==> src/rtl/serial_frame_receiver.sv <==
// Serial frame receiver: hunts for a sync header, forwards payload bits, flywheels over bad headers.
// Define FRAME_RX_PARITY_EN to expect an even-parity bit after each payload.
module serial_frame_receiver #(
    parameter int                    DATA_WIDTH = 24,
    parameter int                    SYNC_WIDTH = 8,
    parameter logic [SYNC_WIDTH-1:0] SYNC_WORD  = 8'hA5,
    parameter int                    MISS_LIMIT = 2
) (
    input  logic i_clk,
    input  logic i_rst,
    input  logic i_en,
    input  logic i_din,
    input  logic i_din_valid,
    output logic o_dout,
    output logic o_dout_valid,
    output logic o_frame_done,
    output logic o_frame_err,
    output logic o_locked
);

    localparam int CNT_MAX = (DATA_WIDTH > SYNC_WIDTH) ? DATA_WIDTH : SYNC_WIDTH;
    localparam int CNT_W   = $clog2(CNT_MAX + 1);
    localparam int MISS_W  = $clog2(MISS_LIMIT + 1);

    localparam logic [CNT_W-1:0]  LAST_DATA = CNT_W'(DATA_WIDTH - 1);
    localparam logic [CNT_W-1:0]  LAST_SYNC = CNT_W'(SYNC_WIDTH - 1);
    localparam logic [MISS_W-1:0] LAST_MISS = MISS_W'(MISS_LIMIT - 1);

`ifdef FRAME_RX_PARITY_EN
    typedef enum logic [1:0] {HUNT, PAYLOAD, PARITY, SYNC} state_t;
`else
    typedef enum logic [1:0] {HUNT, PAYLOAD, SYNC} state_t;
`endif

    state_t                state, state_n;
    logic [CNT_W-1:0]      cnt, cnt_n;
    logic [SYNC_WIDTH-1:0] shreg, shreg_n;
    logic [MISS_W-1:0]     miss, miss_n;
    logic                  dout_n, dout_valid_n, frame_done_n, frame_err_n;
`ifdef FRAME_RX_PARITY_EN
    logic                  par, par_n;
`endif

    logic                  accept;
    logic [SYNC_WIDTH-1:0] shifted;

    assign accept  = i_en & i_din_valid;
    assign shifted = {shreg[SYNC_WIDTH-2:0], i_din};

    always_ff @(posedge i_clk or posedge i_rst) begin
        if (i_rst) begin
            state        <= HUNT;
            cnt          <= '0;
            shreg        <= '0;
            miss         <= '0;
            o_dout       <= 1'b0;
            o_dout_valid <= 1'b0;
            o_frame_done <= 1'b0;
            o_frame_err  <= 1'b0;
            o_locked     <= 1'b0;
`ifdef FRAME_RX_PARITY_EN
            par          <= 1'b0;
`endif
        end else if (i_en) begin
            state        <= state_n;
            cnt          <= cnt_n;
            shreg        <= shreg_n;
            miss         <= miss_n;
            o_dout       <= dout_n;
            o_dout_valid <= dout_valid_n;
            o_frame_done <= frame_done_n;
            o_frame_err  <= frame_err_n;
            o_locked     <= (state_n != HUNT);
`ifdef FRAME_RX_PARITY_EN
            par          <= par_n;
`endif
        end else begin
            // Enable low freezes state but the one-cycle qualifiers must still drop.
            o_dout_valid <= 1'b0;
            o_frame_done <= 1'b0;
            o_frame_err  <= 1'b0;
        end
    end

    always_comb begin
        state_n      = state;
        cnt_n        = cnt;
        shreg_n      = shreg;
        miss_n       = miss;
        dout_n       = o_dout;
        dout_valid_n = 1'b0;
        frame_done_n = 1'b0;
        frame_err_n  = 1'b0;
`ifdef FRAME_RX_PARITY_EN
        par_n        = par;
`endif
        if (accept) begin
            case (state)
                HUNT: begin
                    shreg_n = shifted;
                    if (shifted == SYNC_WORD) begin
                        state_n = PAYLOAD;
                        cnt_n   = '0;
                    end
                end
                PAYLOAD: begin
                    dout_n       = i_din;
                    dout_valid_n = 1'b1;
                    cnt_n        = cnt + 1'b1;
`ifdef FRAME_RX_PARITY_EN
                    par_n        = par ^ i_din;
`endif
                    if (cnt == LAST_DATA) begin
                        frame_done_n = 1'b1;
                        cnt_n        = '0;
`ifdef FRAME_RX_PARITY_EN
                        state_n      = PARITY;
`else
                        state_n      = SYNC;
`endif
                    end
                end
`ifdef FRAME_RX_PARITY_EN
                PARITY: begin
                    frame_err_n = par ^ i_din;
                    par_n       = 1'b0;
                    cnt_n       = '0;
                    state_n     = SYNC;
                end
`endif
                SYNC: begin
                    shreg_n = shifted;
                    cnt_n   = cnt + 1'b1;
                    if (cnt == LAST_SYNC) begin
                        cnt_n = '0;
                        if (shifted == SYNC_WORD) begin
                            miss_n  = '0;
                            state_n = PAYLOAD;
                        end else begin
                            frame_err_n = 1'b1;
                            // Too many misses in a row: alignment is lost, restart the search from scratch.
                            if (miss == LAST_MISS) begin
                                miss_n  = '0;
                                shreg_n = '0;
                                state_n = HUNT;
                            end else begin
                                miss_n  = miss + 1'b1;
                                state_n = PAYLOAD;
                            end
                        end
                    end
                end
                default: state_n = HUNT;
            endcase
        end
    end

endmodule

==> config.mk <==
export PLATFORM = sky130hd
export DESIGN_NAME = serial_frame_receiver
export DESIGN_NICKNAME = d
export VERILOG_FILES = /design/src/rtl/serial_frame_receiver.sv
export SDC_FILE = /design/constraint.sdc
export NUM_CORES = 1
export LEC_CHECK = 0
export ABC_AREA = 1
export CAP_MARGIN = 20
export CORE_ASPECT_RATIO = 0.8
export CORE_MARGIN = 5
export CORE_UTILIZATION = 56
export CTS_CLUSTER_DIAMETER = 150
export DETAILED_ROUTE_END_ITERATION = 6
export GPL_TIMING_DRIVEN = 0
export PLACE_DENSITY = 0.75
export SYNTH_ARGS = -nofsm -noshare
export SYNTH_HDL_FRONTEND = slang
export SYNTH_SLANG_ARGS = --single-unit
==> constraint.sdc <==
create_clock -name i_clk -period 1.7 [get_ports i_clk]
set_input_delay 0.17 -clock i_clk [delete_from_list [all_inputs] [get_ports i_clk]]
set_output_delay 0.17 -clock i_clk [all_outputs]
set_load 0.05 [all_outputs]
==> reports/metrics.csv, run 1 <==
stage,metric,value,unit
global_routing,first-pass GRT wire length,4.14,mm
final_layout,share of cells above drive strength 1,21.3,%
clock_network,root buf cell,clkbuf_4,
synthesis,library cells used by synthesis,27,
synthesis,Synth area leaders,"dfrtp_1, inv_1, nand2_1",
timing,Slew headroom,47.4,%
global_routing,initial antenna violation count,0,
timing,Final Cycle Share,96.1,%
timing,Max Slew Vio Count,0,
detailed_routing,antenna-violating nets left,0,
pwr,Clk pwr share,13.2,%
synthesis,"Seq/Total Area, Yosys",45.1,%
setup_path,worst path cell trace,clkdlybuf4s50_1,
clock_network,H-tree depth,1,
detailed_routing,Initial DRC Count,30,
detailed_routing,DR pass1 iterations,4,
floorplan,die area,0.00310,sq mm
pwr,Logic pwr share,42.0,%
floorplan,Cell Rows,14,
clock_network,Clock Latency Late Sink,310,ps
floorplan,Horiz. Die Dim,61.0,um
setup_path,Arrival @ worst endpoint,1460,ps
final_layout,nets,166,
placement,count of buffers from port buffering,9,
clock_network,Clock Pin Slew Worst Setup and Hold Paths,120,ps
final_layout,Area growth syn-to-layout,17.1,%
setup_path,crit-path leading delay family,buffers and inverters,
detailed_routing,wire length per cell,12.7,um
pwr,VDD IR max,0.00133,V
floorplan,Initial Util,60.5,%
synthesis,register bit total from synthesis,21,
global_routing,GRT overflow,0,
global_routing,largest net degree at the start of global routing,22,
synthesis,Synth Instances,138,
pwr,Power Dens Cells,1350,mW/mm^2
detailed_routing,drt drc,0,
synthesis,post-synth net total,148,
timing,Fmax,0.612,GHz
final_layout,"commonest non-fill, non-tap cell in the layout",inv_1,
timing,total negative slack,0,ps
clock_network,Longest Clk Path Bufs,2,
pwr,Seq pwr share,44.8,%
pwr,switching share of total power,42.9,%
detailed_routing,via count,940,
clock_network,TritonCTS Sinks,21,
floorplan,die height,50.8,um
outcome,outcome,completed,
setup_path,crit end category,output port,
global_routing,vias in the first global route,929,
floorplan,core area,0.00193,sq mm
detailed_routing,Routed WL,2.28,mm
final_layout,n_diodes,0,
setup_path,CP required,1530,ps
synthesis,Mean Syn Cell Area,8.44,sq um
placement,GPL Wtd Cong,0.829,
timing,Hold WS,295,ps
floorplan,I/O Pins,10,
flow_run,number of max-cap violations,0,
final_layout,# fillers,162,
timing,Final setup viols,0,
pwr,sw power,0.000792,W
setup_path,critical path buffer and inverter count,1,
pwr,Pleak,0.686,nW
final_layout,most frequent cells in the layout,"inv_1, nand2_1, dfrtp_1",
placement,post-DP HPWL,1.73,mm
timing,Layout Skew,8.85,ps
synthesis,Netlist Area Pre-Place,0.00116,sq mm
clock_network,CTS tree,done,
pwr,Int Power,0.00105,W
synthesis,YS warnings,0,
timing,min Tclk post-route,1630,ps
pwr,Pwr Total,0.00185,W
clock_network,Num CTS Buffers,3,
global_routing,total track usage,17.5,%
timing,RSZ-0062 raised after global routing,no,
setup_path,Setup CP Type,register to output port,
timing,Worst-Margin Slew,789,ps
clock_network,Hold Buf Count CTS,0,
hold_path,HP Class,primary input to async pin,
synthesis,post-synth top area share,45.1,%
detailed_routing,vias per cell,5.25,
setup_path,critical path peak fanout,2,
synthesis,top cell type by total area after synthesis,dfrtp_1,
setup_path,Crit-path slowest cell,clkdlybuf4s50_1,
timing,final hold viol count,0,
setup_path,Critical Path Source Type,register,
setup_path,Crit path largest cell delay,800,ps
timing repair:
action,in CTS,in global routing
resized for setup,0,6
setup buffers,0,4
setup endpoints to repair,0,8
stage by stage:
step	util, %	setup slack, ps	area, sq um	std cells
2_1_floorplan	-	241	1160	138
3_3_place_gp	66.7	15.4	1280	171
3_5_place_dp	66.7	-1.05	1280	171
4_1_cts	68.1	27.7	1310	175
5_1_grt	70.8	1.68	1360	179
6_report	70.8	66.8	1360	179
registers in the layout, indices dropped and copies added (netlist names):
| register | cells |
|---|---|
| miss | 2 |
| state | 2 |
| cnt | 5 |
| o_locked | 1 |
| o_dout_valid | 1 |
| o_frame_done | 1 |
| shreg | 7 |
| o_frame_err | 1 |
| o_dout | 1 |
path summary, 6_finish.rpt:
kind / startpoint / to / slack, ps / depth (start not counted)
worst max-delay path: o_dout / o_dout / 70 / 1
worst min-delay path: i_rst / o_frame_done / 290 / 2
worst max register to register: state[0] / shreg[2] / 130 / 8
worst min register to register: shreg[6] / shreg[6] / 500 / 2
max in group asynchronous: i_rst / state[0] / 850 / 2
min in group i_clk: shreg[6] / shreg[6] / 500 / 2
area by class of cell:
cell class                      instances  area, sq um  share of cell area [%]
Timing Repair Buffer                   13          123                    8.99
Multi-Input combinational cell         87          542                    39.7
Inverter                               29          109                    7.98
Buffer                                  1         7.51                   0.550
Sequential cell                        21          527                    38.6
Clock buffer                            4         26.3                    1.93
Tap cell                               24         30.0                    2.20
layer usage:
metal	vias to the layer above	track usage (%)	wire length, um
met5	-	0	0
met4	0	4.33	14
met3	2	5.90	161
met2	24	25.4	1010
met1	441	25.0	1100
li1	473	-	-
worst reg2reg max path, delay by kind of cell (launching register included):
| kind | cells | cell delay (ps) |
|---|---|---|
| adders and majority gates | 1 | 250 |
| AOI/OAI and AO/OA | 3 | 310 |
| buffers and inverters | 4 | 450 |
| DFF | 1 | 450 |
synthesized netlist by cell type, drive strengths merged:
| library cell | number |
|---|---|
| a21oi | 8 |
| a31oi | 2 |
| buf | 1 |
| clkinv | 1 |
| dfrtp | 21 |
| ha | 5 |
| inv | 28 |
| mux2 | 1 |
| nand2 | 30 |
| nand3 | 10 |
| nand4 | 3 |
| nor2 | 10 |
| o211ai | 1 |
| o21ai | 11 |
| o221ai | 2 |
| o31ai | 1 |
| or2 | 2 |
| xor2 | 1 |
cells by family (layout without fill, tap and decap cells):
family                   Yosys count  after routing  synth area share (%)
buffers and inverters             30             47                  9.99
multiplexers                       1              1                 0.967
adder cells (fa/ha/maj)            5              5                  5.37
XOR/XNOR                           1              1                 0.752
AND/OR/NAND/NOR                   55             55                  25.0
flip-flops                        21             21                  45.1
AO/OA/AOI/OAI                     25             25                  12.8
power groups by stage:
stage / combinational [W] / clock [W] / sequential (W)
2_1_floorplan: 0.000491 / 0 / 0.000868
3_3_place_gp: 0.000702 / 0 / 0.000817
3_5_place_dp: 0.000726 / 0 / 0.000826
4_1_cts: 0.000730 / 0.000252 / 0.000814
5_1_grt: 0.000882 / 0.000272 / 0.000855
6_report: 0.000775 / 0.000243 / 0.000828
Power figures use the tool's default switching activity.
==> run 2: changes to the inputs <==
--- a/config.mk
+++ b/config.mk
@@ -10,7 +10,7 @@
 export CORE_ASPECT_RATIO = 0.8
 export CORE_MARGIN = 5
 export CORE_UTILIZATION = 56
-export CTS_CLUSTER_DIAMETER = 150
+export CTS_CLUSTER_DIAMETER = 100
 export DETAILED_ROUTE_END_ITERATION = 6
 export GPL_TIMING_DRIVEN = 0
 export PLACE_DENSITY = 0.75
==> results of run 2 <==
Final layout, timing and power as in run 1 (identical DEF).
